File: config.mk
export PLATFORM = sky130hd
export DESIGN_NAME = bop_delay_queue
export DESIGN_NICKNAME = d
export VERILOG_FILES = /design/src/rtl/bop_delay_queue.sv
export SDC_FILE = /design/constraint.sdc
export NUM_CORES = 1
export LEC_CHECK = 0
export BUFFER_PORTS_ARGS = -buffer_cell sky130_fd_sc_hd__buf_2
export CORE_MARGIN = 2
export CORE_UTILIZATION = 41
export CTS_BUF_LIST = sky130_fd_sc_hd__clkbuf_8
export DETAILED_ROUTE_END_ITERATION = 16
export PLACE_DENSITY = 0.57
export SLEW_MARGIN = 20
export SYNTH_ARGS = -nofsm -noshare
export SYNTH_HDL_FRONTEND = slang
export SYNTH_SLANG_ARGS = --single-unit
File: constraint.sdc
create_clock -name clk -period 10.8 [get_ports clk]
set_input_delay 0.54 -clock clk [delete_from_list [all_inputs] [get_ports clk]]
set_output_delay 0.54 -clock clk [all_outputs]
set_load 0.01 [all_outputs]
File: src/rtl/bop_delay_queue.sv
// Timed circular delay queue for the best-offset prefetcher: each pushed tag
// becomes poppable DELAY cycles after its push, approximating line fill time.
module bop_delay_queue #(
  parameter int TAG_WIDTH = 12,
  parameter int DEPTH     = 15,
  parameter int DELAY     = 60,
  parameter int TIME_BITS = 12
) (
  input  logic                         clk,
  input  logic                         rst,
  input  logic                         cq_enq,
  input  logic [TAG_WIDTH-1:0]         cq_in,
  input  logic                         cq_deq,
  output logic                         cq_empty,
  output logic                         cq_full,
  output logic                         cq_ready,
  output logic [TAG_WIDTH-1:0]         cq_out,
  output logic [$clog2(DEPTH+1)-1:0]   cq_count,
  output logic                         cq_drop
);

  localparam int CW = $clog2(DEPTH + 1);
  localparam int PW = $clog2(DEPTH);
  localparam logic [TIME_BITS-1:0] DELAY_T  = TIME_BITS'(DELAY);
  localparam logic [PW-1:0]        LAST_PTR = PW'(DEPTH - 1);
  localparam logic [CW-1:0]        FULL_CNT = CW'(DEPTH);

  logic [DEPTH-1:0]     r_valid;
  logic [DEPTH-1:0]     r_mat;
  logic [TAG_WIDTH-1:0] r_tag [DEPTH];
  logic [TIME_BITS-1:0] r_ts  [DEPTH];
  logic [PW-1:0]        r_head;
  logic [PW-1:0]        r_tail;
  logic [CW-1:0]        r_count;
  logic [TIME_BITS-1:0] r_now;
  logic                 r_drop;

  logic [TIME_BITS-1:0] w_elapsed [DEPTH];
  logic [DEPTH-1:0]     w_due;
  logic                 w_ready;
  logic                 w_pop;
  logic                 w_overflow;

  function automatic logic [PW-1:0] nextPtr(input logic [PW-1:0] p);
    return (p == LAST_PTR) ? '0 : p + PW'(1);
  endfunction

  // Modular subtraction keeps elapsed correct across timer wrap.
  always_comb begin
    for (int i = 0; i < DEPTH; i++) begin
      w_elapsed[i] = r_now - r_ts[i];
      w_due[i]     = (w_elapsed[i] >= DELAY_T);
    end
  end

  assign w_ready    = r_valid[r_head] & (r_mat[r_head] | w_due[r_head]);
  assign w_pop      = cq_deq & w_ready;
  assign w_overflow = cq_enq & cq_full & ~w_pop;

  assign cq_empty = (r_count == '0);
  assign cq_full  = (r_count == FULL_CNT);
  assign cq_ready = w_ready;
  assign cq_out   = cq_empty ? '0 : r_tag[r_head];
  assign cq_count = r_count;
  assign cq_drop  = r_drop;

  // Head removal is applied before the tail write so a full queue with
  // head == tail ends up holding the newly pushed entry.
  always_ff @(posedge clk) begin
    if (rst) begin
      r_valid <= '0;
      r_mat   <= '0;
      r_head  <= '0;
      r_tail  <= '0;
      r_count <= '0;
      r_now   <= '0;
      r_drop  <= 1'b0;
    end else begin
      r_now  <= r_now + TIME_BITS'(1);
      r_drop <= w_overflow;
      r_mat  <= r_mat | (r_valid & w_due);

      if (w_pop | w_overflow) begin
        r_valid[r_head] <= 1'b0;
        r_mat[r_head]   <= 1'b0;
        r_head          <= nextPtr(r_head);
      end

      if (cq_enq) begin
        r_valid[r_tail] <= 1'b1;
        r_mat[r_tail]   <= 1'b0;
        r_tag[r_tail]   <= cq_in;
        r_ts[r_tail]    <= r_now;
        r_tail          <= nextPtr(r_tail);
      end

      case ({cq_enq, w_pop | w_overflow})
        2'b10:   r_count <= r_count + CW'(1);
        2'b01:   r_count <= r_count - CW'(1);
        default: r_count <= r_count;
      endcase
    end
  end

endmodule

After elaboration in Yosys (flattened, before gate mapping)
Memories as Yosys holds them, arrays and structs flattened. A register that Yosys moved wholly into a read port is not among the register bits.
Index checks and enable logic that the tools add are counted.
{ "word_totals": {"regBits": 55, "mem_bits_rw": 360, "in_bits": 16, "out_inout_bits": 20, "wordCells": 97, "mem_count": 2} }
{ "classes": {"addsub": 20, "order_cmp": 19, "n_eq_ne": 5, "muxes": 25, "bitwise": 15, "reduce_logical": 4} }
{ "mem_list": {"columns": ["name", "depth", "width", "read_ports", "rd_ports_with_merged_regs", "write_ports", "line_no", "rtl"], "rows": [
  ["r_tag", 15, 12, 1, 1, 1, "30", "logic [TAG_WIDTH-1:0] r_tag [DEPTH];"],
  ["r_ts", 15, 12, 15, 0, 1, "31", "logic [TIME_BITS-1:0] r_ts [DEPTH];"]
]} }
{ "op_table": {"columns": ["operator", "n"], "rows": [
  ["12-bit by 6-bit >= comparator with 1-bit output (second input constant)", 15],
  ["12-bit subtractor", 15],
  ["15-bit two-way mux", 6],
  ["15-bit bitwise AND", 4],
  ["15-bit NOT", 2],
  ["15-bit OR", 2],
  ["4-bit two-way mux", 4],
  ["12-bit by 1-bit adder with 12-bit output (second input constant)", 1],
  ["4-bit by 1-bit adder with 4-bit output (second input constant)", 3],
  ["1-bit binary-select mux with 4-bit select", 3],
  ["4-bit == test (second input constant)", 3],
  ["12-bit two-way mux", 1],
  ["4-bit by 5-bit less-than comparator with 1-bit output (second input constant)", 2],
  ["1-bit demux with 4-bit select", 2],
  ["4-bit by 1-bit >= comparator with 1-bit output (second input constant)", 2],
  ["1-bit two-way mux", 8],
  ["4-bit case mux with 2 select lines", 1],
  ["1-bit bitwise AND", 4],
  ["4-bit logical NOT", 1],
  ["4-bit by 1-bit subtractor with 4-bit output (second input constant)", 1],
  ["2-bit by 1-bit == test with 1-bit output (second input constant)", 1],
  ["2-bit == test (second input constant)", 1],
  ["1-bit logical AND", 2],
  ["1-bit OR", 2],
  ["2 further kinds", 2]
]} }

Depth between registers and ports, before layout
Gate-level depths: netlist of the first run.
{ "depth": {"word_depth": 14, "mapped_depth": 20} }

Least setup slack after synthesis of the first run
OpenSTA, ideal clock, no wires.
{ "synth_path": {"kind": "register to register", "start": "register r_now[1]", "end": "register r_count[3] (netlist: cq_count[3])", "setup_ps": 123, "arrival_time_ps": 5502, "t_required_ps": 10677, "slack_ps": 5174, "path_stages_with_launch": 20, "period_less_slack_ps": 5626, "path_cell_list": "dfxtp_1 > inv_1 > fa_1 > nand2b_1 > a21oi_1 > nor3_1 > o31ai_1 > mux2_2 > o311ai_1 > nand4_1 > or4_4 > o31a_2 > nand3_1 > inv_1 > ha_1 > a21o_1 > a21oi_1 > and2_1 > mux2i_1 > mux2_1"} }
{ "synth_between": {"elab_chain_cells": 12, "elab_cells_between_ends": 42} }
{ "synth_lines": {"columns": ["item", "line_no", "rtl"], "rows": [
  ["start, declared", "35", "logic [TIME_BITS-1:0] r_now;"],
  ["start signal, assigned", "79", "r_now <= r_now + TIME_BITS'(1);"],
  ["12-bit subtractor", "51", "w_elapsed[i] = r_now - r_ts[i];"],
  ["12-bit by 6-bit >= comparator with 1-bit output", "52", "w_due[i] = (w_elapsed[i] >= DELAY_T);"],
  ["1-bit binary-select mux with 4-bit select (*)", "56", "assign w_ready = r_valid[r_head] & (r_mat[r_head] | w_due[r_head]);"],
  ["1-bit two-way mux (implied by the code) (*)", "56", null],
  ["1-bit OR (*)", "56", null],
  ["1-bit bitwise AND (*)", "56", null],
  ["via cq_ready", "16", "output logic cq_ready,"],
  ["1-bit bitwise AND (*)", "57", "assign w_pop = cq_deq & w_ready;"],
  ["1-bit NOT", "58", "assign w_overflow = cq_enq & cq_full & ~w_pop;"],
  ["1-bit bitwise AND", "58", null],
  ["1-bit OR (*)", "97", "case ({cq_enq, w_pop | w_overflow})"],
  ["2-bit by 1-bit == test with 1-bit output / 2-bit == test (equally long branches)", "97", null],
  ["4-bit case mux with 2 select lines / 2-bit nonzero test (equally long branches)", null, null],
  ["end signal, assigned", "98", "2'b10: r_count <= r_count + CW'(1);"],
  ["end signal, assigned", "99", "2'b01: r_count <= r_count - CW'(1);"],
  ["end signal, assigned", "100", "default: r_count <= r_count;"],
  ["end, declared", "34", "logic [CW-1:0] r_count;"]
]} }
Mark *: on every way through the listed nets, which the timed path passes. The rest lies on a longest branch. The select of a mux whose other input is x is not followed.
A chain may end at the register's enable or synchronous reset.

Final worst setup path of the first run
{ "layout_path": {"start": "register r_now[0]", "end": "register r_count[3] (netlist: cq_count[3])"} }
{ "layout_between": {"elab_chain_cells": 12, "elab_cells_between_ends": 42} }
{ "layout_lines": {"columns": ["item", "line_no"], "rows": [
  ["12-bit subtractor", "51"],
  ["12-bit by 6-bit >= comparator with 1-bit output", "52"],
  ["1-bit binary-select mux with 4-bit select (*)", "56"],
  ["1-bit two-way mux (implied by the code) (*)", "56"],
  ["1-bit OR (*)", "56"],
  ["1-bit bitwise AND (*)", "56"],
  ["1-bit bitwise AND (*)", "57"],
  ["1-bit NOT", "58"],
  ["1-bit bitwise AND", "58"],
  ["1-bit OR (*)", "97"],
  ["2-bit by 1-bit == test with 1-bit output / 2-bit == test (equally long branches)", "97"],
  ["4-bit case mux with 2 select lines / 2-bit nonzero test (equally long branches)", null]
]} }
Mark *: on every way between the ends. The rest lies on a longest branch, timed or not. The select of a mux whose other input is x is not followed.

==> results.toml, run 1 <==
[drt]
routed_wl_mm = 59.92
dr.pass1.iters = 6
drt_iter0_drc = 1089
drc = 0
dr_total_vias = 16490
wl_per_cell_um = 20.20
ant_nets = 0
viasPerCell = 5.560

[power]
swShare = 0.2428
p_int_mw = 2.640
power-per-cell-area_nw_per_um2 = 131.1
p_leak_nw = 10.33
sequentialPowerShare = 0.511
ir_drop_v = 0.0001261
clkPwrFrac = 0.424
pwr-share-comb = 0.065
netSwitchingPower_mw = 0.8466

[clock_tree]
cts.path.max_buffers = 3
cts_buffers = 78
clk_pin_slew_ps = 60
htreeDepth = 3
cts_num_sinks = 419
cts_hold_buffers = 0
cts_resized = 0
clk_latency_ps = 670
cts_setup_buffers = 0
root_buffer = "clkbuf_8"
cts_tree = "done"

[synth]
seq_area_frac_synth = 0.5022
synthTopCellsByArea = "edfxtp_1 45%, ha_1 8.8%, mux4_2 5.3%"
syn_area_per_cell_sq_um = 11.68
netlist_area_sq_um = 23880
yosys_warnings = 0
synth_most_common_cell = "edfxtp_1"
synth_common_cells = "360 x edfxtp_1, 199 x inv_1, 168 x ha_1"
async_reset_ff_frac = 0
yosysUniqueCellTypes = 95
post-synth-top-area-cell = "edfxtp_1"
ys_seq_elements = 419
synthFlopType = "edfxtp_1"
syn_nets = 2245
synth_edf_count = 360
synth_cells = 2045
synth.top_cell.area_share = 0.4527

[timing]
hold_viol_final = 0
setup-violations-final = 0
tns_ps = 0
worst_clock_skew_ps = 29.28
max_freq_mhz = 150.2
fin_crit_ps = 6657
drv_slew = 0
finalCritPeriodShare = 0.6164
slew_headroom = 0.3344
grt_setup_unrepaired = "no"
worst_pin_slew_ps = 998.4

[grt]
antenna_found_initial = 2
overflow = 0
grt_usage = 0.2005
grt_max_degree = 61
grt_pass1_vias = 16397
grt_pass1_wl_mm = 92.74

[floorplan]
core_area_sq_um = 57590
die_area_sq_um = 60180
die_h_um = 245.3
start_util = 0.4147
io_pins = 36
row_count = 88
die-width_um = 245.3

[final_layout]
nets = 2340
area_delta_synth_final_pct = 11.40
diodes = 0
fin_area_sq_um = 26600
fill_cells = 5283
drive_gt1_frac = 0.1308

[critical_path]
critPathKind = "register to register"
cp_max_fo = 19
worstPathArrival_ps = 7210
end_kind = "register"
cp.required_ps = 11360
startpoint_type = "register"

[placement]
dp_hpwl_mm = 38.41
dpl_cell_area_sq_um = 25110
routabilityCongestion = 0.8591
port_buffers = 35

[job]
maxCapViolations = 0

[run_status]
status = "completed"

[worst_hold_path]
worstHoldPathType = "input port to register"
==> layout by cell type, fill, tap and decap left out, drive strengths merged, types with 17 or more instances in the layout <==
| cell type | instances |
|---|---|
| ha | 168 |
| nand2b | 30 |
| buf | 69 |
| mux4 | 56 |
| dfxtp | 59 |
| o21ai | 103 |
| nor2b | 45 |
| a21o | 31 |
| nand2 | 101 |
| nor2 | 107 |
| mux2i | 28 |
| o211ai | 24 |
| a31oi | 18 |
| a21oi | 113 |
| o21a | 23 |
| clkbuf | 83 |
| xnor2 | 50 |
| nand3 | 40 |
| and3 | 17 |
| a211oi | 28 |
| xor2 | 48 |
| edfxtp | 360 |
| clkinv | 22 |
| inv | 232 |
| nand4 | 22 |
| nor3 | 44 |
| o22ai | 17 |
==> per-layer routing <==
layer  track usage  vias up  part of all wire
met2        0.3300      378              0.47
met1        0.2621     8031              0.45
met4       0.07335        2             0.032
li1              -     7955                 -
met5             0        -           0.00022
met3       0.03994      124             0.048
==> sequential cells by signal (all words and copies together), names as in the netlist, 4 cells and up, named ones only <==
| name | count |
|---|---|
| r_mat | 15 |
| r_tail | 4 |
| r_tag | 180 |
| r_head | 4 |
| r_valid | 15 |
| r_now | 12 |
| cq_count | 4 |
| r_ts | 180 |
==> metrics by stage <==
step | util | instances | hold WS, ps | setup WS [ps] | total power [mW]
3_5_place_dp | 0.4361 | 2825 | 470.3 | 4152 | 2.041
6_report | 0.4619 | 2966 | 232.2 | 4143 | 3.486
4_1_cts | 0.4619 | 2966 | 173.8 | 4147 | 3.534
2_1_floorplan | - | 2045 | 444.9 | 5174 | 1.959
5_1_grt | 0.4619 | 2966 | 202.5 | 3707 | 3.620
3_3_place_gp | 0.4361 | 2825 | 464.9 | 4230 | 2.037
==> cells by family after synthesis <==
family / share of synthesized area
compound gates: 0.1429
simple gates: 0.1096
flops: 0.5022
buf+inv: 0.04098
fa+ha+maj: 0.1014
xor+xnor: 0.03595
mux: 0.06691
==> critical path: stages, from the launching register on <==
cell and delay [ps]:
dfxtp_1 940, inv_1 710, ha_1 460, fa_1 400
nand2b_1 170, a21oi_1 180, nor3_1 90, o31ai_1 290
mux2_2 390, o311ai_1 500, nand4_1 190, or4_4 550
o31a_2 370, nand3_1 120, inv_1 80, ha_1 270
a21o_1 170, a21oi_1 160, and2_1 150, mux2i_1 70
mux2_1 320
==> power by group through the flow <==
stage	clock network [mW]	logic, mW	registers [mW]
finish	1.48	0.226	1.78
global route	1.59	0.249	1.78
CTS	1.52	0.229	1.78
detailed placement	0	0.228	1.81
global placement	0	0.224	1.81
floorplan	0	0.150	1.81
==> final cells by class <==
| type | count | area [sq um] | area share |
|---|---|---|---|
| flip-flops and latches | 419 | 12010 | 0.4515 |
| multi-input cells | 1372 | 10970 | 0.4122 |
| clock buffers | 83 | 1142 | 0.04295 |
| well taps | 765 | 957.2 | 0.03598 |
| inverters | 200 | 750.7 | 0.02822 |
| repair buffers | 69 | 430.4 | 0.01618 |
| clock inverters | 58 | 342.8 | 0.01289 |
==> final timing paths <==
check	from	endpoint	slack, ps	cells past startpoint
hold reg to reg	r_valid[14]$_SDFF_PP0_	r_valid[14]$_SDFF_PP0_	480	2
setup reg to reg	r_now[0]$_SDFF_PP0_	cq_count[3]$_SDFFE_PP0P_	4140	20
hold / removal	cq_enq	cq_drop$_SDFF_PP0_	230	3
setup / recovery	r_now[0]$_SDFF_PP0_	cq_count[3]$_SDFFE_PP0P_	4140	20
No activity file was read; power rests on OpenSTA's default activity.
==> run 2: changes to the inputs <==
--- a/config.mk
+++ b/config.mk
@@ -10,7 +10,7 @@
 export CORE_UTILIZATION = 41
 export CTS_BUF_LIST = sky130_fd_sc_hd__clkbuf_8
 export DETAILED_ROUTE_END_ITERATION = 16
-export PLACE_DENSITY = 0.57
+export PLACE_DENSITY = 0.59
 export SLEW_MARGIN = 20
 export SYNTH_ARGS = -nofsm -noshare
 export SYNTH_HDL_FRONTEND = slang
==> constraint.sdc (replaced) <==
create_clock -name clk -period 5.8 [get_ports clk]
set_input_delay 0.29 -clock clk [delete_from_list [all_inputs] [get_ports clk]]
set_output_delay 0.29 -clock clk [all_outputs]
set_load 0.01 [all_outputs]
==> results.toml, run 2 (synthesis gave the netlist of run 1 again) <==
[floorplan]
start_util = 0.4147
io_pins = 36
core_area_sq_um = 57590
die_area_sq_um = 60180
die_h_um = 245.3
die-width_um = 245.3
row_count = 88

[final_layout]
nets = 2376
drive_gt1_frac = 0.1397
area_delta_synth_final_pct = 12.85
final_cell_mix = "360 x edfxtp_1, 223 x inv_1, 168 x ha_1"
diodes = 0
final_common_cell = "edfxtp_1"
top_regs = "r_tag x180, r_ts x180"

[clock_tree]
root_buffer = "clkbuf_8"
cts_setup_buffers = 0
clk_pin_slew_ps = 60
htreeDepth = 3
cts_num_sinks = 419
clk_latency_ps = 690
cts_tree = "done"
cts.path.max_buffers = 3
cts_buffers = 74

[timing]
setup-violations-final = 0
tns_ps = 0
finalCritPeriodShare = 0.9220
max_freq_mhz = 187.0
hold_viol_final = 0
worst_pin_slew_ps = 1071
grt_setup_unrepaired = "no"
slew_headroom = 0.2852
final.setup.worst_slack_ps = 452.3
fin_crit_ps = 5348
worst_clock_skew_ps = 45.75
drv_slew = 0

[placement]
dp_hpwl_mm = 40.82
port_buffers = 35
routabilityCongestion = 0.9097
place_ws_ps = 463.5

[worst_hold_path]
worstHoldPathType = "input port to register"

[drt]
drc = 0
routed_wl_mm = 61.20
ant_nets = 0
wl_per_cell_um = 20.41
dr_total_vias = 16995
dr.pass1.iters = 5
drt_iter0_drc = 1530
viasPerCell = 5.669

[critical_path]
critPathKind = "register to register"
slowest_delay_ps = 530
cp_slowest_cell = "or4_4"
end_kind = "register"
critPathTopFamily = "compound AO/OA/AOI/OAI gates"
cp_max_fo = 10
worstPathArrival_ps = 5910
crit_buf_inv = 2
cp.required_ps = 6360
startpoint_type = "register"
crit_chain = "inv_1, ha_1, fa_1, nand2b_1, a21oi_1, nor3_1, o31ai_1, mux2_2, o311ai_1, nand4_1, or4_4, o31a_2, nand3_1, inv_1, ha_1, a21o_1, a21oi_1, nor2_1, mux2i_1, mux2_1"

[grt]
overflow = 0
antenna_found_initial = 0
grt_pass1_wl_mm = 94.94
grt_max_degree = 54
grt_pass1_vias = 16760
grt_usage = 0.2043

[power]
sequentialPowerShare = 0.515
power-per-cell-area_nw_per_um2 = 239.8
clkPwrFrac = 0.420
p_leak_nw = 10.49
p_int_mw = 4.879
netSwitchingPower_mw = 1.583
ir_drop_v = 0.0002013
pwr-share-comb = 0.066
swShare = 0.2449

[job]
maxCapViolations = 0

[run_status]
status = "completed"
## run 2: cell types whose count changed in the layout (fill, tap and decap cells not counted), sizes merged
cell / delta
buf: +27
dlygate4sd3: +13
inv: -4
bufinv: -1
clkbuf: -1
clkinv: -1
clkinvlp: -1
## run 2: worst reg2reg max path, cell delays in order (launching register included)
cell      delay (ps)
dfxtp_1          330
inv_1            210
ha_1             310
fa_1             410
nand2b_1         160
a21oi_1          180
nor3_1            90
o31ai_1          280
mux2_2           380
o311ai_1         410
nand4_1          150
or4_4            530
o31a_2           400
nand3_1          130
inv_1             80
ha_1             270
a21o_1           170
a21oi_1          190
nor2_1            70
mux2i_1          150
mux2_1           330
## run 2: metrics by stage
step / area [sq um] / util / power [mW] / instances / hold slack [ps]
finish: 26950 / 0.4679 / 6.462 / 2998 / 203.3
global route: 26950 / 0.4679 / 6.710 / 2998 / 178.8
CTS: 26940 / 0.4679 / 6.542 / 2998 / 158.0
detailed placement: 25350 / 0.4403 / 3.805 / 2852 / 473.9
global placement: 25350 / 0.4403 / 3.795 / 2852 / 469.1
floorplan: 23880 / - / 3.648 / 2045 / 388.9
## run 2: what timing repair did
action                    in CTS  in global routing
hold buffers                  13                  0
gates resized for setup        0                  0
hold endpoints to repair     181                  0
## run 2: per-layer routing
layer / GRT usage / wire [um] / vias up
li1: - / - / 8017
met1: 0.2764 / 27840 / 8391
met2: 0.3313 / 28720 / 472
met3: 0.03634 / 2933 / 115
met4: 0.06976 / 1698 / 0
met5: 0 / 0 / -
## run 2: path summary, 6_finish.rpt
check        cells after the start                   start  slack [ps]                  endpoint
min                              4                  cq_deq         200  cq_count[1]$_SDFFE_PP0P_
max                             20     r_now[0]$_SDFF_PP0_         450  cq_count[3]$_SDFFE_PP0P_
min reg2reg                      2  r_valid[13]$_SDFF_PP0_         480    r_valid[13]$_SDFF_PP0_
max reg2reg                     20     r_now[0]$_SDFF_PP0_         450  cq_count[3]$_SDFFE_PP0P_
## run 2: power by group through the flow
stage               sequential (mW)  clock [mW]  combinational [mW]
floorplan                      3.37           0               0.279
global placement               3.39           0               0.408
detailed placement             3.39           0               0.417
CTS                            3.33        2.79               0.426
global route                   3.33        2.92               0.465
finish                         3.32        2.71               0.426
## run 2: cell type report
| cell class | count | area [sq um] |
|---|---|---|
| fill | 5225 | 30640 |
| clock inverter | 51 | 331.6 |
| timing repair buffer | 109 | 800.8 |
| sequential | 419 | 12010 |
| inverter | 200 | 750.7 |
| clock buffer | 82 | 1129 |
| multi-input combinational | 1372 | 10970 |
| tap | 765 | 957.2 |
